==> src/rtl/dii_pkg.sv <==
// Shared DII constants for the register responder: word width, packet
// type/subtype codes and the base register map.
package dii_pkg;

  localparam int DII_W = 16;

  // Header type field value for register access packets
  localparam logic [1:0] TYPE_REG = 2'b00;

  // Request subtypes
  localparam logic [3:0] REQ_READ  = 4'd0;
  localparam logic [3:0] REQ_WRITE = 4'd1;

  // Response subtypes
  localparam logic [3:0] RESP_READ_OK   = 4'd8;
  localparam logic [3:0] RESP_READ_ERR  = 4'd9;
  localparam logic [3:0] RESP_WRITE_OK  = 4'd10;
  localparam logic [3:0] RESP_WRITE_ERR = 4'd11;

  // Base register addresses
  localparam logic [DII_W-1:0] ADDR_VENDOR  = 16'h0000;
  localparam logic [DII_W-1:0] ADDR_TYPE    = 16'h0001;
  localparam logic [DII_W-1:0] ADDR_VERSION = 16'h0002;
  localparam logic [DII_W-1:0] ADDR_CS      = 16'h0003;

  // Read-only identification values
  localparam logic [DII_W-1:0] MOD_VENDOR  = 16'h0001;
  localparam logic [DII_W-1:0] MOD_TYPE    = 16'h0000;
  localparam logic [DII_W-1:0] MOD_VERSION = 16'h0000;

  // Responder FSM states
  typedef enum logic [2:0] {
    ST_IDLE,
    ST_SRC,
    ST_HDR,
    ST_ADDR,
    ST_WDATA,
    ST_DRAIN,
    ST_RESP
  } dii_state_e;

  // Response header word: type REG, given subtype, low bits zero
  function automatic logic [DII_W-1:0] resp_header(input logic [3:0] sub);
    return {TYPE_REG, sub, 10'h000};
  endfunction

endpackage

==> src/rtl/dii_reg_responder.sv <==
// Register-access endpoint on a debug ring local port. Receives REG
// read/write request packets addressed to this node and answers with a
// 3- or 4-word response packet. Both ports transfer a word when valid and
// ready are high together in the same cycle; out_valid, once raised, stays
// high with stable data/first/last until out_ready takes the word.
module dii_reg_responder
  import dii_pkg::*;
(
  input  logic             clk,
  input  logic             rst,
  input  logic [9:0]       id,
  input  logic [DII_W-1:0] in_data,
  input  logic             in_valid,
  input  logic             in_first,
  input  logic             in_last,
  output logic             in_ready,
  output logic [DII_W-1:0] out_data,
  output logic             out_valid,
  output logic             out_first,
  output logic             out_last,
  input  logic             out_ready,
  output logic [DII_W-1:0] ctrl
);

  // FSM state; kept as a plain named signal so checkers can bind to it
  dii_state_e       state;
  logic [DII_W-1:0] src_q;
  logic [DII_W-1:0] addr_q;
  logic [DII_W-1:0] resp_data;
  logic [3:0]       resp_sub;
  logic             is_write;
  logic [1:0]       resp_idx;

  logic [DII_W-1:0] node_addr;
  logic             xfer_in;
  logic [1:0]       hdr_type;
  logic [3:0]       hdr_sub;
  logic             go_resp;

  assign node_addr = {6'b0, id};
  assign xfer_in   = in_valid && in_ready;
  assign hdr_type  = in_data[15:14];
  assign hdr_sub   = in_data[13:10];

  // A final request word (complete or drained) launches the response
  assign go_resp = xfer_in && !in_first && in_last &&
                   ((state == ST_DRAIN) || (state == ST_WDATA) ||
                    ((state == ST_ADDR) && !is_write));

  // Request parsing, register file update and response sequencing
  always_ff @(posedge clk) begin
    if (rst) begin
      state     <= ST_IDLE;
      in_ready  <= 1'b0;
      out_valid <= 1'b0;
      out_first <= 1'b0;
      out_last  <= 1'b0;
      out_data  <= '0;
      ctrl      <= '0;
      src_q     <= '0;
      addr_q    <= '0;
      resp_data <= '0;
      resp_sub  <= '0;
      is_write  <= 1'b0;
      resp_idx  <= '0;
    end else if (state == ST_RESP) begin
      // out_valid is always high here; advance only on acceptance
      if (out_ready) begin
        case (resp_idx)
          2'd0: begin
            out_data  <= node_addr;
            out_first <= 1'b0;
            resp_idx  <= 2'd1;
          end
          2'd1: begin
            out_data <= resp_header(resp_sub);
            out_last <= (resp_sub != RESP_READ_OK);
            resp_idx <= 2'd2;
          end
          default: begin
            if (out_last) begin
              out_valid <= 1'b0;
              out_last  <= 1'b0;
              out_data  <= '0;
              in_ready  <= 1'b1;
              state     <= ST_IDLE;
            end else begin
              out_data <= resp_data;
              out_last <= 1'b1;
              resp_idx <= 2'd3;
            end
          end
        endcase
      end
    end else begin
      in_ready <= 1'b1;
      if (xfer_in) begin
        if (in_first) begin
          // Any first word restarts parsing, abandoning a partial packet
          state <= ((in_data == node_addr) && !in_last) ? ST_SRC : ST_IDLE;
        end else begin
          case (state)
            ST_SRC: begin
              src_q <= in_data;
              state <= in_last ? ST_IDLE : ST_HDR;
            end
            ST_HDR: begin
              if (in_last || (hdr_type != TYPE_REG) ||
                  ((hdr_sub != REQ_READ) && (hdr_sub != REQ_WRITE))) begin
                state <= ST_IDLE;
              end else begin
                is_write <= (hdr_sub == REQ_WRITE);
                state    <= ST_ADDR;
              end
            end
            ST_ADDR: begin
              addr_q <= in_data;
              if (!is_write) begin
                if (in_last) begin
                  resp_sub <= RESP_READ_OK;
                  case (in_data)
                    ADDR_VENDOR:  resp_data <= MOD_VENDOR;
                    ADDR_TYPE:    resp_data <= MOD_TYPE;
                    ADDR_VERSION: resp_data <= MOD_VERSION;
                    ADDR_CS:      resp_data <= ctrl;
                    default:      resp_sub  <= RESP_READ_ERR;
                  endcase
                end else begin
                  // Over-long read: swallow the rest, then report error
                  resp_sub <= RESP_READ_ERR;
                  state    <= ST_DRAIN;
                end
              end else begin
                state <= in_last ? ST_IDLE : ST_WDATA;
              end
            end
            ST_WDATA: begin
              if (!in_last) begin
                resp_sub <= RESP_WRITE_ERR;
                state    <= ST_DRAIN;
              end else if (addr_q == ADDR_CS) begin
                ctrl     <= in_data;
                resp_sub <= RESP_WRITE_OK;
              end else begin
                resp_sub <= RESP_WRITE_ERR;
              end
            end
            default: ;  // IDLE strays and DRAIN words are simply consumed
          endcase
        end
        if (go_resp) begin
          state     <= ST_RESP;
          in_ready  <= 1'b0;
          out_valid <= 1'b1;
          out_first <= 1'b1;
          out_last  <= 1'b0;
          out_data  <= src_q;
          resp_idx  <= 2'd0;
        end
      end
    end
  end

endmodule
==> config.mk <==
export PLATFORM = sky130hd
export DESIGN_NAME = dii_reg_responder
export DESIGN_NICKNAME = d
export VERILOG_FILES = /design/src/rtl/dii_pkg.sv /design/src/rtl/dii_reg_responder.sv
export SDC_FILE = /design/constraint.sdc
export NUM_CORES = 1
export LEC_CHECK = 0
export ABC_AREA = 1
export CORE_UTILIZATION = 36
export CTS_BUF_LIST = sky130_fd_sc_hd__clkbuf_8
export CTS_CLUSTER_DIAMETER = 100
export DETAILED_ROUTE_END_ITERATION = 6
export PLACE_DENSITY = 0.57
export REMOVE_ABC_BUFFERS = 1
export SLEW_MARGIN = 20
export SYNTH_ARGS = -nofsm -noshare
export SYNTH_HDL_FRONTEND = slang
export SYNTH_SLANG_ARGS = --single-unit
export TNS_END_PERCENT = 30
==> constraint.sdc <==
create_clock -name clk -period 1.6 [get_ports clk]
set_input_delay 0.32 -clock clk [delete_from_list [all_inputs] [get_ports clk]]
set_output_delay 0.32 -clock clk [all_outputs]
set_load 0.005 [all_outputs]
==> impl_metrics.toml <==
[place]
pre_cts_ws_ns = -0.3937
place_area_um2 = 5724
dp_hpwl_um = 9474
dpl.cell_count = 859
port_buffers = 67
gp_congestion = 0.8285

[global_route]
grt_first_pass_wirelength_um = 20850
number_of_global_route_vias_before_repair = 4051
global_route.overflow_total = 0
initial_antenna_violation_count = 0
grtUsageTotal_pct = 20.99
grt_max_degree = 62

[logic_synthesis]
ys_async_sr_fraction_pct = 0
synth_sequential_area_ratio_pct = 42.24
synth_enable_flop_cells = 0
netlist-cell-type-count = 40
synth_area_per_cell_um2 = 7.298
synth.largest_area_cell = "dfxtp_1"
synth-seq-cells = 93
ys_dominant_reg_cell = "dfxtp_1"
cells_after_synthesis = 604
ys_top_cells_by_area = "dfxtp_1 42%, nand2_1 9.6%, o21ai_0 6.9%, nor2_1 6.9%, a21oi_1 6.8%"
syn-cell-area_um2 = 4408
ys.warnings.count = 0
synthDominantCellAreaShare_pct = 42.24

[power_and_ir_drop]
combPwrFrac_pct = 12.1
seq_power_share_pct = 52.0
pwr-share-clk_pct = 35.9
internal-power_w = 0.003360
total_switching_power_w = 0.001145
power.density_nw_per_um2 = 719.4
netSwitchingFraction_pct = 25.41
static_leakage_power_nw = 2.902
peakVddDrop_uv = 380.4
total_power_w = 0.004504

[cells_and_area]
post_route_cells_drive_above_1_share_pct = 25.98
finish.instance_area_um2 = 6261
mostFrequentLayoutCell = "nand2_1"
postLayoutCoreUtil_pct = 52.34
instances_no_fill = 890
antennaDiodeCount = 0
multi_input_comb_area_um2 = 2241
filler_cell_count = 1180
area_overhead_vs_synth_pct = 42.04
regArea_um2 = 1898
most_frequent_cells_in_the_layout = "111 x nand2_1, 77 x nor2_1, 72 x dfxtp_1, 72 x buf_4"
num-nets-final = 770

[route]
remaining_drc_errors = 0
vias_per_cell = 4.976
first_iter_violations = 239
antenna_violating_nets_post_route = 0
drt_first_pass_iters = 5
post_drt_wl_per_cell_um = 14.78
drt-total-wl_um = 13160
dr_total_vias = 4429

[hold_path]
hold_start = "in_data[10]"
class_of_the_tightest_hold_or_removal_check = "in2reg"

[clocking]
cts_inserted_buffers = 9
clkLatencyLatePin_ns = 0.37
worst_setup_hold_path_clk_slew_ns = 0.09
clock_tree.buffer_depth = 2
holdBufCountCts = 0
cts-htree-levels = 3
clockRootBuffer = "clkbuf_8"
tritoncts_clock_tree = "yes"
clkSinkCount = 93

[critical_path]
worst_ep_arrival_time_ns = 1.25
cp_max_fo = 3
crit_path_max_incr_delay_ns = 0.51
critical_path.cell_chain = "clkdlybuf4s50_1"
critPathKind = "reg2out"
critPathRequiredTime_ns = 1.28
cpMaxStageDelayCell = "clkdlybuf4s50_1"
worstSetupStartpointType = "register"
crit_startpoint = "ctrl[11]"
critPathTopFamily = "buffers and inverters"
end_kind = "primary output"
bufs_and_invs_on_worst_path = 1
rr_startpoint = "state[2]"

[run_status]
run_status = "complete, no violations"

[timing]
worst_pin_slew_ns = 0.4517
worst_skew_ns = 0.006602
achievable-frequency_ghz = 0.6377
final.min_clock_period_ns = 1.568
slew_headroom_pct = 69.85
period_share_pct = 98.00
post-route-worst-setup-slack_ns = 0.03197
finalHoldViolCount = 0
drv_slew = 0
final_setup_vio_count = 0

[floorplan]
die_area_um2 = 12690
floorplan.rows = 40
fp.dieH_um = 112.7
fp.dieW_um = 112.7
core_region_area_um2 = 11960
effective_utilization_at_floorplan_pct = 36.85
io_pins = 68

[job]
drv_cap = 0
-- flip-flops by register name, indices dropped and copies added (netlist names), 2 cells and up --
| name | cells |
|---|---|
| addr_q | 16 |
| ctrl | 16 |
| out_data | 16 |
| resp_data | 16 |
| src_q | 16 |
| resp_sub | 3 |
| state | 3 |
| resp_idx | 2 |
-- cell type report --
cell class | instances | share of cell area (%)
clock buffers | 10 | 2.198
multi-input cells | 429 | 35.79
well taps | 147 | 2.938
clock inverters | 6 | 0.9792
flip-flops and latches | 93 | 30.32
repair buffers | 153 | 24.62
inverters | 52 | 3.157
-- worst paths after layout --
kind                  end  slack, ns  cells past startpoint
max              ctrl[11]       0.03                      1
min              is_write       0.26                      3
max reg2reg  resp_data[4]       0.06                      8
min reg2reg     out_valid       0.47                      2
-- what timing repair did --
item                       CTS  global route
pin swaps                    1            17
buffers inserted             1            11
setup endpoints to repair   38            68
gates cloned                 0             3
resized for setup           21            66
-- per-layer routing --
layer	vias to the layer above	GRT usage [%]	part of all wire, %
met4	0	7.111	1.6
met5	-	0	0
met1	2058	29.74	49
met2	100	32.88	46
li1	2258	-	-
met3	13	2.592	3.6
-- synth_stat cells, types with 3 or more instances --
| cell type | n |
|---|---|
| buf_2 | 4 |
| nor2_4 | 4 |
| nor3_2 | 3 |
| nand2_4 | 3 |
| dfxtp_1 | 93 |
| a21oi_1 | 60 |
| o21a_1 | 3 |
| nand4_1 | 4 |
| buf_6 | 7 |
| nor2_2 | 3 |
| nor3_1 | 6 |
| inv_2 | 7 |
| a21oi_2 | 14 |
| nand2_1 | 113 |
| nand3_1 | 28 |
| nor2_1 | 81 |
| clkbuf_1 | 15 |
| a21boi_0 | 12 |
| inv_1 | 45 |
| nand2_2 | 6 |
| o21ai_1 | 9 |
| o21ai_0 | 61 |
-- kinds of logic after synthesis --
family / share of synthesized area (%)
flip-flops: 42.24
buffers and inverters: 8.771
XOR/XNOR: 0.1987
AO/OA/AOI/OAI: 21.91
AND/OR/NAND/NOR: 26.88
-- power by group through the flow --
stage	clock, W	combinational (W)	sequential [W]
final	0.00162	0.000547	0.00234
after global routing	0.00176	0.000596	0.00235
after CTS	0.00166	0.000517	0.00235
after detailed placement	0	0.000514	0.00240
after global placement	0	0.000512	0.00240
after floorplan	0	0.000198	0.00240
-- stage by stage --
step                      TNS [ns]  hold slack [ns]
final                            0           0.2632
after global routing      -0.03212           0.2978
after CTS                 -0.01323           0.4773
after detailed placement    -22.21           0.4610
after global placement      -20.85           0.4505
after floorplan             -14.07           0.3824
No activity file was read; power rests on OpenSTA's default activity.
